`config.mk`:
```
export PLATFORM = sky130hd
export DESIGN_NAME = cnn_layer_sequencer
export DESIGN_NICKNAME = d
export VERILOG_FILES = /design/src/rtl/cnn_layer_sequencer.sv
export SDC_FILE = /design/constraint.sdc
export NUM_CORES = 1
export LEC_CHECK = 0
export ABC_AREA = 1
export BUFFER_PORTS_ARGS = -buffer_cell sky130_fd_sc_hd__buf_2
export CAP_MARGIN = 20
export CORE_MARGIN = 5
export CORE_UTILIZATION = 25
export CTS_CLUSTER_DIAMETER = 120
export CTS_CLUSTER_SIZE = 12
export DETAILED_ROUTE_END_ITERATION = 10
export PLACE_DENSITY_LB_ADDON = 0.1
export SYNTH_ARGS = -nofsm -noshare
export SYNTH_HDL_FRONTEND = slang
export SYNTH_SLANG_ARGS = --single-unit
```
`constraint.sdc`:
```
create_clock -name clk -period 2.7 [get_ports clk]
set_input_delay 0 -clock clk [delete_from_list [all_inputs] [get_ports clk]]
set_output_delay 0 -clock clk [all_outputs]
set_load 0.02 [all_outputs]
```
`src/rtl/cnn_layer_sequencer.sv`:
```
// Layer scheduler for the CNN datapath: walks a small config table and runs the
// conv or max-pool engine once per layer, chaining output dims into the next layer.
module cnn_layer_sequencer #(
  parameter int MAX_LAYERS = 4,
  parameter int TIMEOUT    = 1048576,
  localparam int LW  = (MAX_LAYERS > 1) ? $clog2(MAX_LAYERS) : 1,
  localparam int WDW = $clog2(TIMEOUT) + 1
) (
  input  logic          clk,
  input  logic          reset,
  input  logic          start,
  input  logic [2:0]    num_layers,
  input  logic [9:0]    img_w,
  input  logic [9:0]    img_h,
  input  logic          cfg_wr,
  input  logic [LW-1:0] cfg_layer,
  input  logic          cfg_op,
  input  logic [4:0]    cfg_kernel,
  input  logic [4:0]    cfg_stride,
  input  logic          conv_done,
  input  logic          maxpool_done,
  input  logic [9:0]    res_width,
  input  logic [9:0]    res_height,
  output logic [9:0]    w1,
  output logic [9:0]    h1,
  output logic [4:0]    w2,
  output logic [4:0]    h2,
  output logic [4:0]    stride,
  output logic          conv_enable,
  output logic          maxpool_enable,
  output logic          engine_clear,
  output logic          buf_sel,
  output logic [LW-1:0] layer_idx,
  output logic          busy,
  output logic          done,
  output logic          error
);

  typedef enum logic [2:0] {
    S_IDLE, S_LOAD, S_CLEAR, S_RUN, S_CAPTURE, S_DONE, S_ERR
  } state_t;

  state_t         r_state;
  logic           r_op     [MAX_LAYERS];
  logic [4:0]     r_kernel [MAX_LAYERS];
  logic [4:0]     r_stride [MAX_LAYERS];
  logic [9:0]     r_cur_w;
  logic [9:0]     r_cur_h;
  logic [2:0]     r_num_layers;
  logic [WDW-1:0] r_wd;

  logic       w_cfg_ok;
  logic       w_op;
  logic [4:0] w_kernel;
  logic [4:0] w_stride;
  logic       w_sel_done;
  logic       w_load_bad;
  logic       w_last;
  logic       w_nl_bad;

  assign w_cfg_ok   = cfg_wr && !busy && (int'(cfg_layer) < MAX_LAYERS);
  assign w_op       = r_op[layer_idx];
  assign w_kernel   = r_kernel[layer_idx];
  assign w_stride   = r_stride[layer_idx];
  assign w_sel_done = w_op ? maxpool_done : conv_done;
  assign w_load_bad = (w_kernel == '0) || (w_stride == '0) ||
                      ({5'b0, w_kernel} > r_cur_w) || ({5'b0, w_kernel} > r_cur_h);
  assign w_last     = (int'(layer_idx) == int'(r_num_layers) - 1);
  assign w_nl_bad   = (num_layers == '0) || (int'(num_layers) > MAX_LAYERS);

  // Table write shares the start edge, so an entry written alongside start is seen by LOAD.
  always_ff @(posedge clk or negedge reset) begin
    if (!reset) begin
      for (int unsigned i = 0; i < MAX_LAYERS; i++) begin
        r_op[i]     <= 1'b0;
        r_kernel[i] <= '0;
        r_stride[i] <= '0;
      end
    end else if (w_cfg_ok) begin
      r_op[cfg_layer]     <= cfg_op;
      r_kernel[cfg_layer] <= cfg_kernel;
      r_stride[cfg_layer] <= cfg_stride;
    end
  end

  always_ff @(posedge clk or negedge reset) begin
    if (!reset) begin
      r_state        <= S_IDLE;
      r_cur_w        <= '0;
      r_cur_h        <= '0;
      r_num_layers   <= '0;
      r_wd           <= '0;
      w1             <= '0;
      h1             <= '0;
      w2             <= '0;
      h2             <= '0;
      stride         <= '0;
      conv_enable    <= 1'b0;
      maxpool_enable <= 1'b0;
      engine_clear   <= 1'b0;
      buf_sel        <= 1'b0;
      layer_idx      <= '0;
      busy           <= 1'b0;
      done           <= 1'b0;
      error          <= 1'b0;
    end else begin
      engine_clear <= 1'b0;
      done         <= 1'b0;
      case (r_state)
        S_IDLE, S_ERR: begin
          if (start) begin
            r_num_layers <= num_layers;
            r_cur_w      <= img_w;
            r_cur_h      <= img_h;
            layer_idx    <= '0;
            if (w_nl_bad) begin
              error   <= 1'b1;
              busy    <= 1'b0;
              r_state <= S_ERR;
            end else begin
              error   <= 1'b0;
              busy    <= 1'b1;
              r_state <= S_LOAD;
            end
          end
        end
        S_LOAD: begin
          w1     <= r_cur_w;
          h1     <= r_cur_h;
          w2     <= w_kernel;
          h2     <= w_kernel;
          stride <= w_stride;
          if (w_load_bad) begin
            error   <= 1'b1;
            busy    <= 1'b0;
            r_state <= S_ERR;
          end else begin
            engine_clear <= 1'b1;
            r_state      <= S_CLEAR;
          end
        end
        S_CLEAR: begin
          r_wd           <= '0;
          conv_enable    <= !w_op;
          maxpool_enable <= w_op;
          r_state        <= S_RUN;
        end
        S_RUN: begin
          if (w_sel_done) begin
            conv_enable    <= 1'b0;
            maxpool_enable <= 1'b0;
            r_cur_w        <= res_width;
            r_cur_h        <= res_height;
            r_state        <= S_CAPTURE;
          end else if (r_wd == WDW'(TIMEOUT - 1)) begin
            conv_enable    <= 1'b0;
            maxpool_enable <= 1'b0;
            error          <= 1'b1;
            busy           <= 1'b0;
            r_state        <= S_ERR;
          end else begin
            r_wd <= r_wd + WDW'(1);
          end
        end
        S_CAPTURE: begin
          buf_sel <= ~buf_sel;
          if (r_cur_w == '0 || r_cur_h == '0) begin
            error   <= 1'b1;
            busy    <= 1'b0;
            r_state <= S_ERR;
          end else if (w_last) begin
            w1      <= r_cur_w;
            h1      <= r_cur_h;
            done    <= 1'b1;
            busy    <= 1'b0;
            r_state <= S_DONE;
          end else begin
            layer_idx <= layer_idx + LW'(1);
            r_state   <= S_LOAD;
          end
        end
        S_DONE:  r_state <= S_IDLE;
        default: r_state <= S_IDLE;
      endcase
    end
  end

endmodule

```
==> flow_summary.toml, run 1 <==
[outcome]
status = "finished, final reports clean"

[setup_path]
crit_buf_inv = 4
crit_type = "reg -> reg"
cp_slowest_stage_delay_ns = 0.57
arrival_ns = 2.76
cp-end-kind = "flop"
path_delay_family = "buffers and inverters"
worstPathMaxFanout = 40
critPathLaunchType = "flop"
required_ns = 3.05
crit_chain = "inv_1, buf_4, nand3_1, nand3b_1, nand3_2, nand2_2, buf_6, nor2_1, a31oi_1, dlygate4sd3_1"
r2r_slack_ns = 0.29
cp_slowest_cell = "dlygate4sd3_1"

[synth]
synth_cell_types = 39
synth-main-ff-cell = "dfrtp_1"
synthMuxAreaShare_pct = 0
syn_avg_cell_area_um2 = 7.89
synth_top_family_by_area = "simple AND/OR/NAND/NOR gates"
synthCells = 859
yosys.area_share.simple_pct = 28.3
synth-xor-area-share_pct = 1.29
synth_warnings = 0
ys_seq_area_share_pct = 48.0
synth_edf_count = 0
synth_seq_cells = 130
synth-compound-area-share_pct = 11.9
synthArstFlopShare_pct = 100
synthesis.area_um2 = 6780
synthAdderAreaFrac_pct = 2.22
syn_nets = 933

[clocking]
h-tree-depth = 4
cts_root_buffer = "clkbuf_16"
cts_tree = "done"
cts_sinks = 130
clock_latency_ns = 0.42
clk_path_buf_depth = 2
clkTransAtPathRegs_ns = 0.06
cts_buffers = 17

[placed_design]
post-dp-hpwl_mm = 14.4
port_buffers = 105
gp_congestion = 0.765

[sta]
fin_crit_sh_pct = 89.2
tightest_slew_ns = 0.600
setup_viol = 0
fmax_ghz = 0.415
min_period_ns = 2.41
relSlewSlack_pct = 60.0
rsz0062_at_grt = "false"
tns_ns = 0
slew_viol_final = 0
finalHoldViolCount = 0
skew_ns = 0.0117

[die]
die_w_um = 175
start_util_pct = 25.3
die-area_um2 = 30500
chipHeight_um = 175
core_um2 = 26800
ioPinCount = 106
fp-row-count = 60

[global_route]
overflow = 0
track_usage_pct = 13.6
grt_pass1_wl_mm = 33.4
grt_max_degree = 59
antenna_found_initial = 0
grt_pass1_vias = 6115

[layout]
layout_commonest_cell = "nand2_1"
nets = 1095
fillerInstances = 2845
multi_input_area_um2 = 2970
antenna_cells = 0
syn_to_final_growth_pct = 30.6
drive_above_1_share_pct = 19.3
final_cell_mix = "nand2_1, dfrtp_1, buf_2"
seq_area_um2 = 3250

[pwr]
ir_worst_vdd_mv = 0.427
p_leak_nw = 4.36
power.density_nw_per_um2 = 1150
total_power_mw = 10.2

[route]
routed_via_density = 4.39
drt-pass1-iter-count = 4
drc_errors = 0
num_vias = 6035
ant_nets = 0
drt_iter0_markers = 410
detail_route.wl_per_cell_um = 14.7
wirelength_mm = 20.2

[flow_run]
drv_cap = 0

[worst_hold_path]
hp-class = "in -> reg"
[state kept, by name, indices dropped and copies added (netlist names), 10 cells and up]
signal	cells
r_wd	21
r_kernel	20
r_stride	20
h1	10
r_cur_h	10
r_cur_w	10
w1	10
[worst min-delay path, delay by kind of cell]
kind,cells,cell delay [ns]
AO/OA/AOI/OAI,1,0.14
buffers and inverters,1,0.13
AND/OR/NAND/NOR,2,0.12
[per-stage QoR]
step	hold slack (ns)	util, %	setup WS [ns]	std cells	area, um2
2_1_floorplan	-0.296	-	0.486	859	6780
3_3_place_gp	0.0380	28.5	0.416	1283	7640
3_5_place_dp	0.0187	28.5	0.329	1283	7640
4_1_cts	0.0260	32.9	0.0278	1373	8830
5_1_grt	0.0459	33.0	0.0269	1375	8850
6_report	0.0239	33.0	0.291	1375	8850
[Yosys cell counts, types with 2 or more instances]
cell / instances / share of area, %
buf_4: 8 / 0.89
nor2_1: 70 / 3.9
a21oi_2: 2 / 0.26
a31oi_1: 20 / 1.8
nor2_2: 4 / 0.37
a21oi_1: 5 / 0.37
xor2_1: 9 / 1.2
buf_2: 9 / 0.66
nor3_1: 11 / 0.81
inv_1: 83 / 4.6
nand2_2: 4 / 0.37
o21ai_0: 83 / 6.1
o21ai_1: 9 / 0.66
ha_1: 12 / 2.2
nand4_1: 21 / 1.9
clkbuf_1: 14 / 0.78
buf_6: 6 / 1.0
nand2_1: 260 / 14
nand3_2: 5 / 0.74
buf_1: 2 / 0.11
inv_2: 4 / 0.22
dfrtp_1: 130 / 48
o21ai_2: 17 / 2.2
nand2_4: 3 / 0.50
nand3_1: 54 / 4.0
[per-layer routing]
metal  wire [um]  GRT usage (%)  vias up
li1            -              -     3111
met1       10400           19.2     2815
met2        8920           21.6      104
met3         755           2.92        5
met4         119           2.91        0
met5           0              0        -
[kinds of logic (layout without fill, tap and decap cells)]
kind of cell             Yosys count  after routing
XOR/XNOR                          10             10
flip-flops                       130            130
buffers and inverters            126            301
adder cells (fa/ha/maj)           12             12
AND/OR/NAND/NOR                  441            441
AO/OA/AOI/OAI                    140            140
[layout make-up]
| cell class | count | share of cell area (%) |
|---|---|---|
| clock buffers | 18 | 4.96 |
| clock inverters | 14 | 1.88 |
| inverters | 87 | 3.72 |
| multi-input cells | 603 | 33.5 |
| flip-flops and latches | 130 | 36.8 |
| well taps | 341 | 4.82 |
| repair buffers | 182 | 14.4 |
[power breakdown]
group          switching, mW  internal [mW]
clock                  0.985           1.42
sequential             0.504           2.70
combinational           2.95           1.66
total                   4.44           5.78
[repair_timing]
item / in CTS / in global routing
endpoints found under the setup margin: 0 / 12
endpoints found under the hold margin: 123 / 0
hold buffers: 58 / 0
gates resized for setup: 0 / 3
setup buffers: 0 / 2
[worst paths after layout]
path                       cells past startpoint         start          to
hold / removal                                 4         start  r_state[2]
max in group asynchronous                      3         reset     r_op[0]
min in group asynchronous                      2         reset       h1[0]
setup / recovery                              10  layer_idx[1]  r_cur_h[9]
setup reg to reg                              10  layer_idx[1]  r_cur_h[9]
hold reg to reg                                1       buf_sel     buf_sel
Note: power is estimated with default switching activity, not from simulation.
==> run 2: changes to the inputs <==
PLACE_DENSITY_LB_ADDON = 0.12   (was 0.1)
==> flow_summary.toml, run 2 (synthesis gave the netlist of run 1 again) <==
[setup_path]
cp_slowest_stage_delay_ns = 0.55
crit_buf_inv = 3
crit_path_end = "r_num_layers[0]"
r2r_slack_ns = 0.22
path_delay_family = "buffers and inverters"
cp-end-kind = "flop"
crit_chain = "inv_1, nand2_4, nand2_4, a21oi_2, nand2_2, nor2_1, dlygate4sd3_1, a21oi_1, dlygate4sd3_1"
critPathLaunchType = "flop"
rr_startpoint = "r_state[2]"
cp_slowest_cell = "dlygate4sd3_1"
crit_cells = 9
worstPathMaxFanout = 9
reg2reg_depth = 9
startpoint = "r_state[2]"
timing.rr.end = "r_num_layers[0]"
crit_type = "reg -> reg"
arrival_ns = 2.78
required_ns = 3.00

[layout]
top_regs = "r_wd (21), r_kernel (20), r_stride (20)"
final_cell_mix = "nand2_1, dfrtp_1, buf_2"
layout_commonest_cell = "nand2_1"
nets = 1098
largest_register_ffs = 21
antenna_cells = 0
drive_above_1_share_pct = 19.3
regMostFlops = "r_wd"
syn_to_final_growth_pct = 30.3

[route]
detail_route.wl_per_cell_um = 14.6
wirelength_mm = 20.2
ant_nets = 0
drt_iter0_markers = 283
drt-pass1-iter-count = 4
routed_via_density = 4.44
num_vias = 6118
drc_errors = 0

[sta]
slew_viol_final = 0
finalHoldViolCount = 0
rsz0062_at_grt = "false"
holdWs_ns = 0.124
skew_ns = 0.0151
tns_ns = 0
fin_crit_sh_pct = 91.8
setup_viol = 0
layout_setup_ws_ns = 0.220
relSlewSlack_pct = 56.3
tightest_slew_ns = 0.656
min_period_ns = 2.48
fmax_ghz = 0.403

[die]
core_um2 = 26800
fp-row-count = 60
chipHeight_um = 175
die-area_um2 = 30500
start_util_pct = 25.3
ioPinCount = 106
die_w_um = 175

[global_route]
grt_pass1_vias = 6043
antenna_found_initial = 0
overflow = 0
track_usage_pct = 13.5
grt_pass1_wl_mm = 33.0
grt_max_degree = 65

[pwr]
p_int_mw = 5.72
ir_worst_vdd_mv = 0.566
pwr-share-clk_pct = 21.4
p_leak_nw = 4.35
switchingPower_mw = 4.36
p_seq_share_pct = 32.0
comb_power_share_pct = 46.6
power.density_nw_per_um2 = 1140
switching_share_pct = 43.2

[clocking]
cts_tree = "done"
clock_latency_ns = 0.42
h-tree-depth = 4
cts_sinks = 130
clk_path_buf_depth = 2
clkTransAtPathRegs_ns = 0.06
cts_buffers = 17
cts_root_buffer = "clkbuf_16"

[placed_design]
dpl_worst_slack_ns = 0.407
gp_congestion = 0.764
port_buffers = 105
post-dp-hpwl_mm = 14.4

[outcome]
status = "finished, final reports clean"

[flow_run]
drv_cap = 0

[worst_hold_path]
holdPathStages = 6
min-delay-start = "conv_done"
hp-class = "in -> reg"
run 2: cell count changes in the layout (fill, tap and decap cells not counted), sizes merged:
| cell | delta |
|---|---|
| clkinvlp | +1 |
| inv | -8 |
| buf | +1 |
| clkinv | +8 |
| bufinv | -1 |
| dlygate4sd3 | +2 |
run 2: timing repair:
action                     CTS  global route
buffers inserted             0             4
hold buffers                60             0
setup endpoints to repair    0            19
hold endpoints to repair   130             0
resized for setup            0             4
run 2: through the flow:
stage / cells / instance area (um2) / util [%] / power (mW)
after global placement: 1282 / 7650 / 28.5 / 7.60
final: 1378 / 8830 / 33.0 / 10.1
after global routing: 1378 / 8830 / 33.0 / 11.0
after detailed placement: 1282 / 7650 / 28.5 / 7.60
after CTS: 1374 / 8790 / 32.8 / 10.2
after floorplan: 859 / 6780 / - / 6.31
run 2: routing by layer:
metal	up-vias	share of wire, %	GRT usage [%]
met5	-	0	0
li1	3130	-	-
met1	2855	50	19.0
met2	115	44	21.0
met3	18	4.4	3.31
met4	0	1.3	3.54
run 2: area by class of cell:
type	instances	area [um2]
fill	2859	18000
sequential	130	3250
multi-input combinational	603	2970
timing repair buffer	185	1320
clock buffer	18	429
tap	341	427
inverter	87	329
clock inverter	14	116
run 2: how the worst min path moves through the flow:
stage	end	slack (ns)
final	r_state[0]	0.12
after global routing	r_kernel[4]	0.17
after CTS	r_state[0]	0.1
after detailed placement	r_stride[19]	0.06
after global placement	r_stride[19]	0.06
after floorplan	buf_sel	-0.30
run 2: worst min-delay path, cell delays in order:
cell,delay (ns)
buf_2,0.08
inv_1,0.05
nand2_1,0.10
nand2_1,0.06
inv_1,0.11
o21ai_0,0.10
run 2: power groups by stage:
stage	registers [mW]	logic, mW	clock network [mW]
3_3_place_gp	3.27	4.33	0
3_5_place_dp	3.25	4.34	0
6_report	3.23	4.70	2.16
4_1_cts	3.23	4.75	2.24
5_1_grt	3.33	5.39	2.32
2_1_floorplan	3.43	2.88	0
==> run 3: changes to the inputs <==
CELL_PAD_IN_SITES_DETAIL_PLACEMENT = 0   (was default)
CELL_PAD_IN_SITES_GLOBAL_PLACEMENT = 2   (was default)
==> flow_summary.toml, run 3 (synthesis gave the netlist of run 1 again) <==
[layout]
final_cell_mix = "nand2_1, dfrtp_1, buf_2"
seq_area_um2 = 3250
largest_register_ffs = 21
layout_commonest_cell = "nand2_1"
nets = 1093
drive_above_1_share_pct = 19.0
syn_to_final_growth_pct = 30.3
antenna_cells = 0
multi_input_area_um2 = 2970
fillerInstances = 2884
top_regs = "r_wd (21), r_kernel (20), r_stride (20)"
regMostFlops = "r_wd"

[route]
detail_route.wl_per_cell_um = 15.3
ant_nets = 0
wl_met1_mm = 10.8
top_layer = "met4"
num_vias = 6042
wl_met2_mm = 9.17
wirelength_mm = 20.9
drc_errors = 0
route.met3.wl_um = 708
routed_via_density = 4.41
drt_iter0_markers = 338
drt-pass1-iter-count = 5

[sta]
fin_crit_sh_pct = 90.7
fmax_ghz = 0.408
finalHoldViolCount = 0
setup_viol = 0
relSlewSlack_pct = 59.2
min_period_ns = 2.45
tightest_slew_ns = 0.611
tns_ns = 0
skew_ns = 0.0138
rsz0062_at_grt = "false"
slew_viol_final = 0
layout_setup_ws_ns = 0.252
holdWs_ns = 0.0517

[die]
die_w_um = 175
chipHeight_um = 175
ioPinCount = 106
fp-row-count = 60
die-area_um2 = 30500
start_util_pct = 25.3
core_um2 = 26800

[setup_path]
critPathLaunchType = "flop"
crit_type = "reg -> reg"
worstPathMaxFanout = 40
arrival_ns = 2.80
cp-end-kind = "flop"
required_ns = 3.05

[placed_design]
port_buffers = 105
post-dp-hpwl_mm = 15.0
gp_congestion = 0.770
dpl_worst_slack_ns = 0.292

[clocking]
clk_path_buf_depth = 2
clock_latency_ns = 0.42
cts_sinks = 130
cts_buffers = 17
clkTransAtPathRegs_ns = 0.06
cts_tree = "done"
cts_root_buffer = "clkbuf_16"
post-cts-setup-buffers = 0
h-tree-depth = 4

[global_route]
track_usage_pct = 14.0
overflow = 0
grt_max_degree = 56
antenna_found_initial = 2
grt_pass1_wl_mm = 34.1
grt_pass1_vias = 6125

[flow_run]
drv_cap = 0

[pwr]
power.density_nw_per_um2 = 1170
p_leak_nw = 4.35
total_power_mw = 10.3
ir_worst_vdd_mv = 0.372

[outcome]
status = "finished, final reports clean"

[worst_hold_path]
hp-class = "in -> reg"
-- run 3: cell count changes in the layout (fill, tap and decap cells not counted), moves of 2 or more --
cell,before,now
clkinv_2,6,2
dlygate4sd3_1,60,58
buf_6,3,1
bufinv_16,1,3
clkinvlp_4,4,2
-- run 3: layer usage --
layer  vias to the layer above  global-route usage, %
li1                       3103                      -
met1                      2831                   20.3
met2                        96                   21.6
met3                        12                   2.68
met4                         0                   3.73
met5                         -                      0
-- run 3: path summary, 6_finish.rpt --
kind                         startpoint            to  slack, ns  depth (start not counted)
max                        layer_idx[0]    r_cur_h[3]       0.25                         11
min                               start    r_state[2]       0.05                          4
max reg2reg                layer_idx[0]    r_cur_h[3]       0.25                         11
min reg2reg                   stride[3]     stride[3]       0.48                          2
max in group asynchronous         reset  r_kernel[14]       1.83                          3
min in group asynchronous         reset     stride[2]       0.12                          2
-- run 3: through the flow --
step,instance area (um2),util (%),cells
detailed placement,7640,28.5,1283
finish,8830,33.0,1371
floorplan,6780,-,859
global placement,7640,28.5,1283
CTS,8820,32.9,1371
global route,8830,33.0,1371
-- run 3: critical path, stage by stage, from the launching register on --
cell and delay, ns:
dfrtp_1 0.41, buf_4 0.28, nand2_1 0.08, nand3_1 0.11, nand2_1 0.10, nand2_1 0.10
nand3_2 0.14, nand2_2 0.11, buf_8 0.24, nor2_1 0.07, a31oi_1 0.15, dlygate4sd3_1 0.57
-- run 3: what timing repair did --
item / 4_1_cts / 5_1_grt
setup endpoints to repair: 0 / 20
hold buffers: 58 / 0
gates resized for setup: 0 / 4
hold endpoints to repair: 119 / 0
-- run 3: report_power, final --
group | total [mW] | leakage (nW) | internal, mW | switching, mW
Combinational | 4.74 | 2.44 | 1.75 | 2.99
Clock | 2.39 | 0.289 | 1.47 | 0.916
Sequential | 3.22 | 1.62 | 2.70 | 0.515
-- run 3: cell type report --
class | count | share of cell area, %
Clock buffer | 18 | 4.97
Clock inverter | 12 | 1.80
Inverter | 87 | 3.73
Multi-Input combinational cell | 603 | 33.6
Sequential cell | 130 | 36.8
Tap cell | 341 | 4.83
Timing Repair Buffer | 180 | 14.3
